**config.mk**
```make
export PLATFORM = sky130hd
export DESIGN_NAME = mem_port_arbiter
export DESIGN_NICKNAME = d
export VERILOG_FILES = /design/src/rtl/mem_port_arbiter.sv
export SDC_FILE = /design/constraint.sdc
export NUM_CORES = 2
export LEC_CHECK = 0
export ABC_AREA = 1
export CAP_MARGIN = 5
export CORE_AREA = 2 2 692 694
export DETAILED_ROUTE_END_ITERATION = 8
export DIE_AREA = 0 0 694 696
export PLACE_DENSITY = 0.35
export SKIP_LAST_GASP = 1
export SLEW_MARGIN = 5
export SYNTH_ARGS = -nofsm -noshare
export SYNTH_HDL_FRONTEND = slang
export SYNTH_SLANG_ARGS = --single-unit
```
**constraint.sdc**
```tcl
create_clock -name clock -period 45.6 [get_ports clock]
set_input_delay 4.56 -clock clock [delete_from_list [all_inputs] [get_ports clock]]
set_output_delay 4.56 -clock clock [all_outputs]
set_load 0.02 [all_outputs]
```
**src/rtl/mem_port_arbiter.sv**
```systemverilog
// Two-port (I/D) arbiter in front of the shared data memory: one transaction in flight,
// round-robin on contention, completions steered back to the owning port.
module mem_port_arbiter #(
  parameter int LINE_WIDTH = 512,
  parameter int WORD_WIDTH = 32
) (
  input  logic                  clock,
  input  logic                  reset,
  input  logic                  i_req_valid,
  input  logic                  i_req_write,
  input  logic [WORD_WIDTH-1:0] i_req_addr,
  input  logic [WORD_WIDTH-1:0] i_req_wdata,
  input  logic [2:0]            i_req_wtype,
  output logic                  i_req_ready,
  output logic                  i_resp_valid,
  output logic [LINE_WIDTH-1:0] i_resp_data,
  input  logic                  d_req_valid,
  input  logic                  d_req_write,
  input  logic [WORD_WIDTH-1:0] d_req_addr,
  input  logic [WORD_WIDTH-1:0] d_req_wdata,
  input  logic [2:0]            d_req_wtype,
  output logic                  d_req_ready,
  output logic                  d_resp_valid,
  output logic [LINE_WIDTH-1:0] d_resp_data,
  output logic [WORD_WIDTH-1:0] mem_read_address,
  output logic                  mem_read_request,
  input  logic                  mem_read_enable,
  input  logic [LINE_WIDTH-1:0] mem_read_data,
  output logic [WORD_WIDTH-1:0] mem_write_address,
  output logic                  mem_write_request,
  output logic [WORD_WIDTH-1:0] mem_write_data,
  output logic [2:0]            mem_write_type,
  input  logic                  mem_write_done
);
  localparam int OFS = $clog2(LINE_WIDTH / 8);

  typedef enum logic [2:0] {IDLE, RD_ISSUE, RD_BUSY, RD_DONE, WR_BUSY, WR_DONE, RESP, GAP} state_t;

  typedef struct packed {
    logic                  write;
    logic [WORD_WIDTH-1:0] addr;
    logic [WORD_WIDTH-1:0] wdata;
    logic [2:0]            wtype;
  } req_t;

  state_t state, state_nxt;
  req_t   req_i, req_d, sel;
  logic   grant_i, grant_d;
  logic   rr_d;    // 1: contention goes to D
  logic   own_d, own_wr;

  assign req_i = '{write: i_req_write, addr: i_req_addr, wdata: i_req_wdata, wtype: i_req_wtype};
  assign req_d = '{write: d_req_write, addr: d_req_addr, wdata: d_req_wdata, wtype: d_req_wtype};
  assign sel   = grant_d ? req_d : req_i;

  always_ff @(posedge clock or posedge reset)
    if (reset) state <= IDLE;
    else       state <= state_nxt;

  always_comb begin
    state_nxt         = state;
    grant_i           = 1'b0;
    grant_d           = 1'b0;
    mem_read_request  = 1'b0;
    mem_write_request = 1'b0;
    i_resp_valid      = 1'b0;
    d_resp_valid      = 1'b0;
    case (state)
      IDLE: begin
        // Grants are suppressed while reset is held so nothing is accepted into a dead FSM.
        if (!reset) begin
          if (i_req_valid && d_req_valid) begin
            grant_d = rr_d;
            grant_i = !rr_d;
          end else begin
            grant_i = i_req_valid;
            grant_d = d_req_valid && !i_req_valid;
          end
        end
        if (grant_i || grant_d) state_nxt = sel.write ? WR_BUSY : RD_ISSUE;
      end
      RD_ISSUE: begin
        mem_read_request = 1'b1;
        state_nxt        = RD_BUSY;
      end
      RD_BUSY: if (!mem_read_enable) state_nxt = RD_DONE;
      RD_DONE: if (mem_read_enable)  state_nxt = RESP;
      WR_BUSY: begin
        mem_write_request = 1'b1;
        if (!mem_write_done) state_nxt = WR_DONE;
      end
      WR_DONE: begin
        mem_write_request = 1'b1;
        if (mem_write_done) state_nxt = RESP;
      end
      RESP: begin
        i_resp_valid = !own_d;
        d_resp_valid = own_d;
        state_nxt    = own_wr ? GAP : IDLE;
      end
      GAP:     state_nxt = IDLE;
      default: state_nxt = IDLE;
    endcase
  end

  assign i_req_ready = grant_i;
  assign d_req_ready = grant_d;

  // Memory-side fields only move on a grant of the matching kind, so they hold between ops.
  always_ff @(posedge clock or posedge reset) begin
    if (reset) begin
      rr_d              <= 1'b0;
      own_d             <= 1'b0;
      own_wr            <= 1'b0;
      mem_read_address  <= '0;
      mem_write_address <= '0;
      mem_write_data    <= '0;
      mem_write_type    <= '0;
      i_resp_data       <= '0;
      d_resp_data       <= '0;
    end else begin
      if (grant_i || grant_d) begin
        own_d  <= grant_d;
        own_wr <= sel.write;
        rr_d   <= grant_i;
        if (sel.write) begin
          mem_write_address <= sel.addr;
          mem_write_data    <= sel.wdata;
          mem_write_type    <= sel.wtype;
        end else begin
          mem_read_address  <= {sel.addr[WORD_WIDTH-1:OFS], {OFS{1'b0}}};
        end
      end
      if (state == RD_DONE && mem_read_enable) begin
        if (own_d) d_resp_data <= mem_read_data;
        else       i_resp_data <= mem_read_data;
      end
      if (state == WR_DONE && mem_write_done) begin
        if (own_d) d_resp_data <= '0;
        else       i_resp_data <= '0;
      end
    end
  end
endmodule

```
* Word level (Yosys, flattened, before mapping)
Cells that the tools add are included.
** Cells by class
- $add $sub $neg :: 0
- Multiply operators :: 0
- Div/mod/pow operators :: 0
- $lt $le $gt $ge :: 0
- Equal/unequal tests :: 12
- Shifts and indexed selects :: 0
- Multiplexer cells :: 29
- Bitwise operators :: 1
- Reductions and logical operators :: 14
** Operator list (count)
- two-way mux 512 bit :: 8
- two-way mux 68 bit :: 1
- one-hot mux 3 bit (8 select lines) :: 1
- two-way mux 3 bit :: 7
- equality test 3 bit (second input constant) :: 4
- two-way mux 1 bit :: 12
- != test 2 bit (second input constant) :: 5
- equality test 3 x 2 -> 1 bit (second input constant) :: 2
- AND reduction 5 bit :: 1
- logical AND 1 bit :: 4
- AND reduction 2 bit :: 2
- equality test 3 x 1 -> 1 bit (second input constant) :: 1
- logical NOT 1 bit :: 3
- logical NOT 3 bit :: 1
- logical OR 1 bit :: 2
- OR reduction 2 bit :: 1
- NOT 1 bit :: 1
** Word-level totals
- Register bits after elaboration :: 1123
- Bits in latches :: 0
- RAM bits :: 0
- Bits in read-only memories :: 0
- Input port bits :: 654
- Output and inout port bits :: 1129
- Logic and storage cells :: 66
- Memories :: 0

* Logic depth before layout (Yosys ltp)
- Depth in word-level cells :: 10
- Depth in mapped cells :: 12
- Depth with buffers taken out :: 10

* Least setup slack after synthesis
Ideal clock, no wire load.
- Path kind :: input to output
- Start :: input reset
- End :: output i_req_ready
- Data arrival time :: 30002 ps
- Required time :: 41040 ps
- Path slack :: 11038 ps
- Cell stages on the path :: 4
- Buffers on the path :: 0
- Path through :: inv_1 > nand3_1 > or2_1 > inv_1
** On the way
- Longest elaborated chain between the ends :: 3
** RTL lines
- start, declared :: line 8 : input logic reset,
- two-way mux 1 bit :: line 71 : if (!reset) begin
- two-way mux 1 bit (2 in series) :: line 68 : case (state)
- end, declared :: line 14 : output logic i_req_ready,
No other way between the ends. The select of a mux whose other input is x is not followed.

* Worst setup path after layout
Same ends and word-level chain as after synthesis.

==> metrics.yaml <==
outcome:
  outcome: "finished clean"
synth:
  yosys_warnings: 0
  ys_types: 25
  synthSimpleGateAreaFrac_pct: 5.90
  synth.avg_cell_area_um2: 9.62
  synthXorXnorAreaFrac_pct: 0
  synth_compound_area_share_pct: 22.3
  muxShareOfSynthArea_pct: 0
  ys_ff_latch: 1123
  syn-cell-area_mm2: 0.0448
  synth_cells: 4655
  synthAdderAreaFrac_pct: 0
  synth-seq-area-share_pct: 62.7
  synth_top_family_by_area: "compound AO/OA/AOI/OAI gates"
die:
  start_util_pct: 9.40
  fp.dieH_um: 696
  coreArea_mm2: 0.476
  row_count: 254
  dieWidth_um: 694
  ios: 1783
  die_area_mm2: 0.483
timing:
  slew_headroom_pct: 14.4
  drv_slew: 0
  finalCriticalPeriod_ns: 11.76
  rsz0062_at_grt: "no"
  worst_pin_slew_ns: 1.28
  setup_viol: 0
  setup_ws_ns: 33.84
  finalSetupTns_ns: 0
  hold_viol: 0
  fmax_mhz: 85.0
  skew_ns: 0.0795
  period_share_pct: 25.8
power:
  vdd_drop_max_mv: 0.0318
  power_density_mw_per_mm2: 73.2
  p_leak_uw: 0.0308
  total_power_uw: 5420
cells_and_area:
  finalNonFillerCells: 12709
  fin_util_pct: 15.6
  synthToLayoutAreaGrowth_pct: 65.4
  drive_above_1_share_pct: 5.06
  num-fill-cells: 53582
  final_nets: 6920
place:
  placement.setup.worst_slack_ns: 33.77
  numPortBuffers: 1776
  dp_hpwl_um: 309000
  gp_congestion: 0.924
  dp_cells: 12381
route:
  wl_met3_um: 38700
  vias: 44312
  drtIter0Drc: 3533
  route.detailed.drc: 0
  drt_first_pass_iters: 5
  postRouteAntennaNets: 0
  drt-total-wl_um: 381000
  met2_length_um: 177000
  wl_per_cell_um: 30.0
  top_layer: "met5"
  drt-met1-wl_um: 150000
  viasPerCell: 3.49
clocking:
  numClockSinks: 1123
  cts_resized: 0
  clk_latency_ns: 0.88
  path_clk_slew_ns: 0.05
  tritoncts: "built"
  numCtsBuffers: 155
  cts_hold_repair.buffers: 0
  root_buffer: "clkbuf_16"
  clk_path_buf_depth: 4
  post-cts-setup-buffers: 0
  cts-htree-levels: 4
global_routing:
  antenna_found_initial: 249
  grt_max_degree: 149
  grt.overflow.total: 0
  grt_usage_pct: 15.1
  grt_pass1_wl_um: 487000
  grt_pass1_vias: 44789
critical_path:
  regToRegSetupSlack_ns: 39.27
  worstPathArrival_ns: 7.20
  rr_worst_depth: 11
  required_ns: 41.04
  cp-startpoint: "reset"
  worst_setup_path_start_kind: "input port"
  path_class: "in -> out"
  timing.rr.start: "state[2]"
  crit_fanout: 84
  end_kind: "primary output"
  critPathCapture: "i_req_ready"
min_path:
  hold_class: "reg -> reg"
run:
  drv_cap: 0
[through the flow]
stage                     hold slack (ns)  cell area, um2
after floorplan                     0.528           44800
after global placement              0.457           68900
after detailed placement            0.462           68900
after CTS                           0.476           74000
after global routing                0.500           74000
final                               0.474           74100
[cell usage after synthesis]
cell | n | area (um2)
buf_6 | 74 | 833
inv_1 | 502 | 1880
nand3b_1 | 1 | 7.51
conb_1 | 1 | 3.75
nand3_2 | 1 | 10.0
or2_1 | 1 | 6.26
o21ai_0 | 882 | 4410
o21a_1 | 1 | 7.51
inv_2 | 7 | 26.3
nand3_1 | 124 | 621
nand2_2 | 4 | 25.0
a22oi_1 | 1 | 7.51
clkbuf_1 | 222 | 833
o21ai_1 | 1111 | 5560
nor2_4 | 2 | 22.5
nor3_1 | 20 | 100
buf_2 | 47 | 235
nor2_1 | 49 | 184
buf_4 | 18 | 135
nand2_1 | 424 | 1590
nand4_1 | 4 | 25.0
buf_1 | 30 | 113
nand2_4 | 3 | 33.8
dfrtp_1 | 1123 | 28100
nor2_2 | 3 | 18.8
[layer usage]
metal | up-vias | track usage [%]
met3 | 654 | 6.23
li1 | 18864 | -
met4 | 106 | 4.63
met1 | 22480 | 18.0
met2 | 2208 | 24.8
met5 | - | 0
[cell families (layout without fill, tap and decap cells)]
logic type             count (synthesis)  count (layout)
flip-flops                          1123            1123
AND/OR/NAND/NOR                      636             636
buffers and inverters                900            2626
AO/OA/AOI/OAI                       1995            1995
other                                  1              57
[critical path, stage by stage]
cell and delay, ns:
clkdlybuf4s50_1 0.58, inv_8 0.51, nand3_1 0.24, or2_1 0.32
inv_1 0.24, clkdlybuf4s50_1 0.66
[layout make-up]
| class | count | area [um2] | share of cell area [%] |
|---|---|---|---|
| well taps | 6272 | 7850 | 10.6 |
| repair buffers | 1840 | 18300 | 24.7 |
| clock buffers | 230 | 4510 | 6.09 |
| inverters | 509 | 1940 | 2.62 |
| diodes | 51 | 128 | 0.172 |
| clock inverters | 47 | 546 | 0.736 |
| multi-input cells | 2637 | 12700 | 17.1 |
| flip-flops and latches | 1123 | 28100 | 37.9 |
[report_power, final]
part           switching [uW]  total [uW]  internal (uW)
registers                 249        1650           1400
clock network             521        1250            728
logic                    1600        2520            918
total                    2370        5420           3050
[how the worst min path moves through the flow]
| stage | from | endpoint | slack [ns] | cells past startpoint |
|---|---|---|---|---|
| finish | mem_write_address[2] | mem_write_address[2] | 0.47 | 2 |
| global route | mem_write_address[26] | mem_write_address[26] | 0.50 | 2 |
| CTS | mem_read_address[20] | mem_read_address[20] | 0.48 | 2 |
| detailed placement | mem_write_data[22] | mem_write_data[22] | 0.46 | 2 |
| global placement | mem_write_data[30] | mem_write_data[30] | 0.46 | 2 |
| floorplan | own_wr | own_wr | 0.53 | 2 |
[cells in the final DEF, fill, tap and decap left out, drive strengths merged]
| cell type | instances |
|---|---|
| o21ai | 1993 |
| clkdlybuf4s50 | 1775 |
| dfrtp | 1123 |
| inv | 515 |
| nand2 | 431 |
| clkbuf | 230 |
| nand3 | 125 |
| buf | 65 |
| nor2 | 54 |
| diode | 51 |
| clkinv | 27 |
| nor3 | 20 |
| bufinv | 7 |
| clkinvlp | 7 |
| conb | 6 |
| nand4 | 4 |
| a22oi | 1 |
| or2 | 1 |
| o21a | 1 |
| nand3b | 1 |
Note: power is estimated with default switching activity, not from simulation.
